[config.mk]
export PLATFORM = sky130hd
export DESIGN_NAME = matmul_engine
export DESIGN_NICKNAME = d
export VERILOG_FILES = /design/src/rtl/matmul_engine.sv
export SDC_FILE = /design/constraint.sdc
export NUM_CORES = 2
export LEC_CHECK = 0
export ABC_AREA = 1
export BUFFER_PORTS_ARGS = -buffer_cell sky130_fd_sc_hd__buf_2
export CAP_MARGIN = 15
export CORE_MARGIN = 1
export CORE_UTILIZATION = 60
export DETAILED_ROUTE_END_ITERATION = 6
export PLACE_DENSITY = 0.8
export SETUP_SLACK_MARGIN = 0.4
export SLEW_MARGIN = 0
export SYNTH_ARGS = -nofsm -noshare
export SYNTH_HDL_FRONTEND = slang
export SYNTH_SLANG_ARGS = --single-unit
[constraint.sdc]
create_clock -name clk_i -period 5.15 [get_ports clk_i]
set_input_delay 0.7725 -clock clk_i [delete_from_list [all_inputs] [get_ports clk_i]]
set_output_delay 0.7725 -clock clk_i [all_outputs]
set_load 0.005 [all_outputs]
[src/rtl/matmul_engine.sv]
// Outer-product matrix engine: accumulates a[i]*b[j] into a MAX_DIM x MAX_DIM saturating signed array.
// Latency: start edge E0 -> done_o pulse between E(MAX_DIM+2) and E(MAX_DIM+3); 7 cycles at defaults.
// Backpressure: none; the engine consumes one operand pair per RUN cycle until operand A signals finish.
//
// Ports:
//   clk_i, rst_ni          clock, asynchronous active-low reset
//   start_i, acc_mode_i    run request (IDLE only); mode 0 clears C and ovf, mode 1 accumulates
//   start_send_o           send request to both operand register files (high in RUN)
//   a_vec_i, b_vec_i       A column k / B row k, element i at [(i+1)*DATA_WIDTH-1 -: DATA_WIDTH]
//   a_finish_i, b_finish_i finish strobes from the operand files; termination follows A
//   busy_o, done_o, err_o  status: not-idle, end-of-run pulse, sticky finish disagreement
//   res_row_i, res_row_o   combinational readout of one row of C
//   ovf_o                  sticky per-element saturation flags, bit i*MAX_DIM+j
module matmul_engine #(
    parameter int DATA_WIDTH = 8,
    parameter int BUS_WIDTH  = 32,
    parameter int ACC_WIDTH  = 16,
    localparam int MAX_DIM   = BUS_WIDTH / DATA_WIDTH,
    localparam int ROW_W     = (MAX_DIM > 1) ? $clog2(MAX_DIM) : 1
) (
    input  logic                           clk_i,
    input  logic                           rst_ni,
    input  logic                           start_i,
    input  logic                           acc_mode_i,
    output logic                           start_send_o,
    input  logic [BUS_WIDTH-1:0]           a_vec_i,
    input  logic [BUS_WIDTH-1:0]           b_vec_i,
    input  logic                           a_finish_i,
    input  logic                           b_finish_i,
    output logic                           busy_o,
    output logic                           done_o,
    output logic                           err_o,
    input  logic [ROW_W-1:0]               res_row_i,
    output logic [MAX_DIM*ACC_WIDTH-1:0]   res_row_o,
    output logic [MAX_DIM*MAX_DIM-1:0]     ovf_o
);

    typedef enum logic [1:0] {IDLE, LOAD, RUN, DONE} state_t;

    localparam logic [ACC_WIDTH-1:0] ACC_MAX = {1'b0, {(ACC_WIDTH-1){1'b1}}};
    localparam logic [ACC_WIDTH-1:0] ACC_MIN = {1'b1, {(ACC_WIDTH-1){1'b0}}};

    state_t state;
    logic   mode_q;

    logic [ACC_WIDTH-1:0]         c_q   [MAX_DIM][MAX_DIM];
    logic [ACC_WIDTH-1:0]         c_sat [MAX_DIM][MAX_DIM];
    logic [MAX_DIM*MAX_DIM-1:0]   ovf_hit;

    // Per-element multiply, widen by one bit, then clamp.
    for (genvar gi = 0; gi < MAX_DIM; gi++) begin : g_row
        for (genvar gj = 0; gj < MAX_DIM; gj++) begin : g_col
            logic signed [DATA_WIDTH-1:0]   a_el;
            logic signed [DATA_WIDTH-1:0]   b_el;
            logic signed [2*DATA_WIDTH-1:0] prod;
            logic        [ACC_WIDTH:0]      sum;

            assign a_el = a_vec_i[(gi+1)*DATA_WIDTH-1 -: DATA_WIDTH];
            assign b_el = b_vec_i[(gj+1)*DATA_WIDTH-1 -: DATA_WIDTH];
            assign prod = a_el * b_el;
            assign sum  = {c_q[gi][gj][ACC_WIDTH-1], c_q[gi][gj]}
                        + {{(ACC_WIDTH+1-2*DATA_WIDTH){prod[2*DATA_WIDTH-1]}}, prod};

            // The two top bits of the widened sum differ exactly when the result left the
            // ACC_WIDTH range; the top bit then gives the direction of the clamp.
            assign ovf_hit[gi*MAX_DIM+gj] = sum[ACC_WIDTH] ^ sum[ACC_WIDTH-1];
            assign c_sat[gi][gj] = !ovf_hit[gi*MAX_DIM+gj] ? sum[ACC_WIDTH-1:0]
                                 : (sum[ACC_WIDTH] ? ACC_MIN : ACC_MAX);
        end
    end

    // Control FSM; all outputs registered alongside the state.
    always_ff @(posedge clk_i or negedge rst_ni) begin
        if (!rst_ni) begin
            state        <= IDLE;
            mode_q       <= 1'b0;
            start_send_o <= 1'b0;
            busy_o       <= 1'b0;
            done_o       <= 1'b0;
            err_o        <= 1'b0;
        end else begin
            case (state)
                IDLE: begin
                    if (start_i) begin
                        state  <= LOAD;
                        mode_q <= acc_mode_i;
                        busy_o <= 1'b1;
                    end
                end
                LOAD: begin
                    err_o        <= 1'b0;
                    state        <= RUN;
                    start_send_o <= 1'b1;
                end
                RUN: begin
                    if (a_finish_i != b_finish_i) begin
                        err_o <= 1'b1;
                    end
                    // start_send stays high through the finish cycle so the operand
                    // counters wrap back to zero for the next run.
                    if (a_finish_i) begin
                        state        <= DONE;
                        start_send_o <= 1'b0;
                        done_o       <= 1'b1;
                    end
                end
                DONE: begin
                    state  <= IDLE;
                    done_o <= 1'b0;
                    busy_o <= 1'b0;
                end
                default: state <= IDLE;
            endcase
        end
    end

    // Accumulator array and sticky overflow flags.
    always_ff @(posedge clk_i or negedge rst_ni) begin
        if (!rst_ni) begin
            for (int i = 0; i < MAX_DIM; i++) begin
                for (int j = 0; j < MAX_DIM; j++) begin
                    c_q[i][j] <= '0;
                end
            end
            ovf_o <= '0;
        end else if (state == LOAD && !mode_q) begin
            for (int i = 0; i < MAX_DIM; i++) begin
                for (int j = 0; j < MAX_DIM; j++) begin
                    c_q[i][j] <= '0;
                end
            end
            ovf_o <= '0;
        end else if (state == RUN && !a_finish_i) begin
            for (int i = 0; i < MAX_DIM; i++) begin
                for (int j = 0; j < MAX_DIM; j++) begin
                    c_q[i][j] <= c_sat[i][j];
                end
            end
            ovf_o <= ovf_o | ovf_hit;
        end
    end

    always_comb begin
        res_row_o = '0;
        for (int j = 0; j < MAX_DIM; j++) begin
            res_row_o[j*ACC_WIDTH +: ACC_WIDTH] = c_q[res_row_i][j];
        end
    end

endmodule

# == After elaboration in Yosys (flattened, before gate mapping) ==
# Cells that the tools add are included.
# totals
regBits,279
latch_bits,0
ramBits,0
mem_bits_ro,0
in_bits,72
output_inout_bits,84
word_cells,146
n_memories,0
# op_classes
add_sub_neg,16
n_mul,16
n_div,0
n_lt_le_gt_ge,1
eq_ne,7
shifts,0
n_mux,50
n_bitwise,18
reduce_logical,15
# op_table
operator,n
$mux W16,34
$mux W256,2
$add A16 B16 Y17,16
$mul A8 B8 Y16,16
$bmux W64 S2,1
$mux W64,2
$or A16 B16 Y16,1
$xor A1 B1 Y1,16
$reduce_and A2 Y1,6
$pmux W1 S2,4
$pmux W2 S4,1
$reduce_bool A2 Y1,4
$ne A2 B2 Y1 const B,3
$eq A2 B2 Y1 const B,2
$mux W1,4
$mux W2,2
$ge A3 B3 Y1 const B,1
$not A2 Y3,1
$eq A2 B1 Y1 const B,1
$logic_and A1 B1 Y1,2
$logic_not A1 Y1,2
$logic_not A2 Y1,1
$ne A1 B1 Y1,1

# == Longest topological paths before layout ==
# depth
depth_word,6
mapped_depth,31
depth_no_buf,28

# == Worst setup path after synthesis ==
# No wires, ideal clock.
# synth_timing
kind,in2reg
start,input port a_vec_i[31]
end,register c_q[6] in the netlist's numbering
setup_time_ns,0.126
arrival_time_ns,5.687
required_time_ns,5.024
path_slack_ns,-0.663
cell_stages,25
path_buffers,3
cell_sequence,clkbuf_1 -> nand2_1 -> inv_1 -> fa_1 -> fa_1 -> fa_1 -> fa_1 -> ha_1 -> ha_1 -> a21oi_1 -> nand2_1 -> nand2_1 -> nand3_1 -> nand2_1 -> nand2_1 -> nand2_1 -> nand3_1 -> nand2_1 -> inv_1 -> ha_1 -> clkbuf_1 -> nand2_2 -> buf_4 -> nand2_1 -> o21ai_1
# synth_via
elab_chain_len,6
word_cells_on_any_way,7
cone_classes,1 x add/sub; 1 x mul; 4 x mux; 1 x bitwise
# synth_lines
item,line_no,rtl
from (decl),26,"input logic [BUS_WIDTH-1:0] a_vec_i,"
$mul A8 B8 Y16 *,60,assign prod = a_el * b_el;
$add A16 B16 Y17 *,62,"+ {{(ACC_WIDTH+1-2*DATA_WIDTH){prod[2*DATA_WIDTH-1]}}, prod};"
$mux W16 or $xor A1 B1 Y1 (tied branches),"68, 66",
$mux W16 *,67,assign c_sat[gi][gj] = !ovf_hit[gi*MAX_DIM+gj] ? sum[ACC_WIDTH-1:0]
$mux W256 *,133,end else if (state == RUN && !a_finish_i) begin
$mux W256 *,126,end else if (state == LOAD && !mode_q) begin
"to (signal, indexed assignment)",136,c_q[i][j] <= c_sat[i][j];
to (decl),46,logic [ACC_WIDTH-1:0] c_q [MAX_DIM][MAX_DIM];
# Mark *: on every way between the ends. The rest lies on a longest branch, timed or not. The select of a mux whose other input is x is not followed.
# A chain may end at the register's enable or synchronous reset.

# == Final worst setup path ==
# layout_timing
start,register c_q[6] in the netlist's numbering
end,register c_q[12] in the netlist's numbering
# layout_via
elab_chain_len,5
word_cells_on_any_way,6
cone_classes,1 x add/sub; 4 x mux; 1 x bitwise
# layout_lines
item,line_no
$add A16 B16 Y17 *,62
$mux W16 or $xor A1 B1 Y1 (tied branches),"68, 66"
$mux W16 *,67
$mux W256 *,133
$mux W256 *,126
# Marked as above.

==> results by group <==
Clock network
  – H-tree levels: 2
  – Clock root cell: clkbuf_16
  – Cts bufs inserted: approximately 40
  – Clock slew at reported path FFs: 0.06 ns
  – CTS tree: built
  – Clock sinks: 279
  – Clock Path Buffers: 3
  – Clock insertion delay at the later pin of the skew report: roughly 0.66 ns

Floorplanning
  – IO Pins: 156
  – Starting Density: 60.63%
  – Die ar.: between 100000 and 150000 um^2
  – Die Wd: 336.6 um
  – Core Footprint: 110800 um^2
  – Chip height: between 300 and 400 um
  – Num rows: about 120

Worst setup path
  – CP arrival: 5.53 ns
  – CP peak stage delay: 0.56 ns
  – CP bufs+invs: 8
  – CP max FO: 7
  – CP delay by family, top: adder cells
  – Worst setup path category: flop to flop
  – R2r endpoint: c_q[12]
  – Worst Setup End Kind: flop
  – CP dominant cell by count: nand2_1
  – Worst setup SP type: flop
  – Flop-to-flop setup slack: 0.19 ns
  – R2R cell count: 29
  – Crit path from: c_q[6]
  – Slowest cell on the critical path: fa_2
  – RR Startpoint: c_q[6]
  – Critical Path RT: 5.71 ns

Logic synthesis
  – Yosys warns: 0
  – Syn_nets: 10710
  – Syn_area_per_cell: 7.641 um^2
  – Yosys cell types: 36
  – Mapped Area: 67190 um^2
  – Async S/R FF share, synth: between 90% and 100%
  – Leading area contributor after synthesis: fa_1
  – Synth Flop Type: dfrtp_1
  – #FFs+latches synth: about 280
  – Area share of the largest cell type after synthesis: 36.23%
  – Post-synth EDFFs: 0
  – Post-synthesis instance total: a little under 9000
  – Synth area leaders: fa_1 (36%), nand2_1 (15%), inv_1 (12%)
  – Sequential area share after synthesis: 10.39%

Final layout
  – Final net count: about 12000
  – Multi-input gate area: 54140 um^2
  – Most frequent cells in the layout: nand2_1 (2573), inv_1 (2114), fa_1 (1173)
  – Layout cells sized above 1: about 20%
  – Finished Layout Cells: 11160
  – Layout area overhead: 22.90%
  – Fill cells: 7659
  – Design area: ~83000 um^2
  – Most common cell after layout, fill and taps aside: nand2_1
  – Register area: approximately 7000 um^2

Global routing
  – Total grt overflow: 0
  – Initial antenna violation count: 13
  – Global-route wire length before repair: 339.1 mm
  – GR Util All Layers: between 30% and 40%
  – Pin count of the biggest net entering global routing: 100
  – Vias in the first global route: 63780

Placed design
  – Hpwl dp: ~170 mm
  – RePlAce Congestion: 1.014
  – Post-placement setup slack: -0.6208 ns
  – Number of port buffers: 155
  – # placed instances: ~11000
  – Placed Area: 77610 um^2

STA
  – RSZ-0062 raised after global routing: true
  – Max Slew Vio Count: 0
  – Final hold vios: 0
  – Max Fclk: 201.5 MHz
  – Slew @ Worst Pin: approximately 0.93 ns
  – Worst Setup Slack, final: approximately 0.19 ns
  – Final min period: 4.963 ns
  – Setup-failing EPs final: 0
  – Period utilization: between 90% and 100%
  – Rel. slew slack: 37.21%
  – Skew final: roughly 0.029 ns

Routing
  – Drt via density: 5.508
  – Routed Wire Length: ~220 mm
  – DRC violations left: 0
  – Drt wl/cell: 19.70 um
  – Number of DRC markers in iteration 0: around 6000
  – Via count: 61490
  – Post-DRT Antenna Nets: 0
  – TritonRoute pass-1 iters: 6

Min path
  – Hold WC Path Type: primary input to async pin

Outcome
  – Outcome: completed

Job
  – # Max-Cap Violations: 0
==> worst reg2reg max path, delay by kind of cell (launching register included) <==
kind,cells,cell delay (ns)
AND/OR/NAND/NOR,13,0.83
flip-flops,1,0.36
adder cells (fa/ha/maj),7,3.00
AO/OA/AOI/OAI,1,0.16
buffers and inverters,8,0.53
==> Yosys cell counts (5+ instances only) <==
master and n:
nand2_1 2730, inv_1 2173, fa_1 1216, ha_1 630
nand3_1 313, nor2_1 306, dfrtp_1 279, clkbuf_1 268
a21oi_1 173, o21ai_0 146, xnor2_1 65, nor3_1 61
nand3_2 60, xor2_1 52, nand3b_1 45, o22ai_1 36
nand2_2 34, nand4_1 31, buf_6 25, inv_2 23
buf_4 22, o21bai_1 17, and2_1 15, nand3_4 15
o21ai_1 12, inv_4 10, buf_1 8, buf_2 7
nor2_2 7, o21ai_2 5
==> worst max-delay path by stage <==
stage / end / depth (start not counted)
6_report: c_q[12] / 29
5_1_grt: c_q[12] / 29
4_1_cts: c_q[12] / 26
3_5_place_dp: c_q[73] / 23
3_3_place_gp: c_q[2] / 27
2_1_floorplan: c_q[6] / 28
==> final cells by class <==
type	instances	share of cell area [%]
multi-input cells	5987	65.56
repair buffers	1117	11.65
inverters	2206	10.24
flip-flops and latches	279	8.457
well taps	1488	2.255
clock buffers	53	1.408
clock inverters	20	0.3788
diodes	12	0.03637
repair inverters	2	0.01818
==> registers in the layout, indices dropped and copies added (netlist names) <==
register      flops
c_q             256
done_o            1
start_send_o      1
state             2
ovf_o            16
mode_q            1
busy_o            1
err_o             1
==> per-layer routing <==
metal  wire (um)  part of all wire, %  up-vias  global-route usage, %
li1            -                    -    27360                      -
met1       81000                   37    30020                  49.79
met2       98500                   45     3287                  60.45
met3       26720                   12      824                  10.85
met4       13730                  6.2        2                  19.47
met5          13               0.0059        -                      0
==> through the flow <==
step                      hold slack (ns)  setup TNS [ns]  utilization (%)
after floorplan                    0.4488          -3.273                -
after global placement             0.4595          -94.62            70.03
after detailed placement           0.4649         -116.95            70.03
after CTS                          0.1970               0            73.00
after global routing               0.2459         -0.2001            74.50
final                              0.1840               0            74.51
==> timing repair <==
action | in CTS | in global routing
resized for setup | 281 | 288
pin swaps | 91 | 93
endpoints found under the setup margin | 263 | 270
gates cloned | 17 | 5
hold buffers | 0 | 0
setup buffers | 19 | 27
==> kinds of logic (layout without fill, tap and decap cells) <==
| group | count (synthesis) | in the layout | synth area share, % |
|---|---|---|---|
| xor gates and xnor gates | 117 | 117 | 1.525 |
| other | 0 | 12 | 0 |
| adders and majority gates | 1846 | 1846 | 47.96 |
| AOI/OAI and AO/OA | 396 | 396 | 3.134 |
| DFF | 279 | 279 | 10.39 |
| buffers and inverters | 2536 | 3398 | 14.62 |
| and+or+nand+nor | 3619 | 3628 | 22.37 |
Power is left out: the tool's default activity adds up to more than one toggle a clock period on the data nets, which glitch-free logic cannot reach.
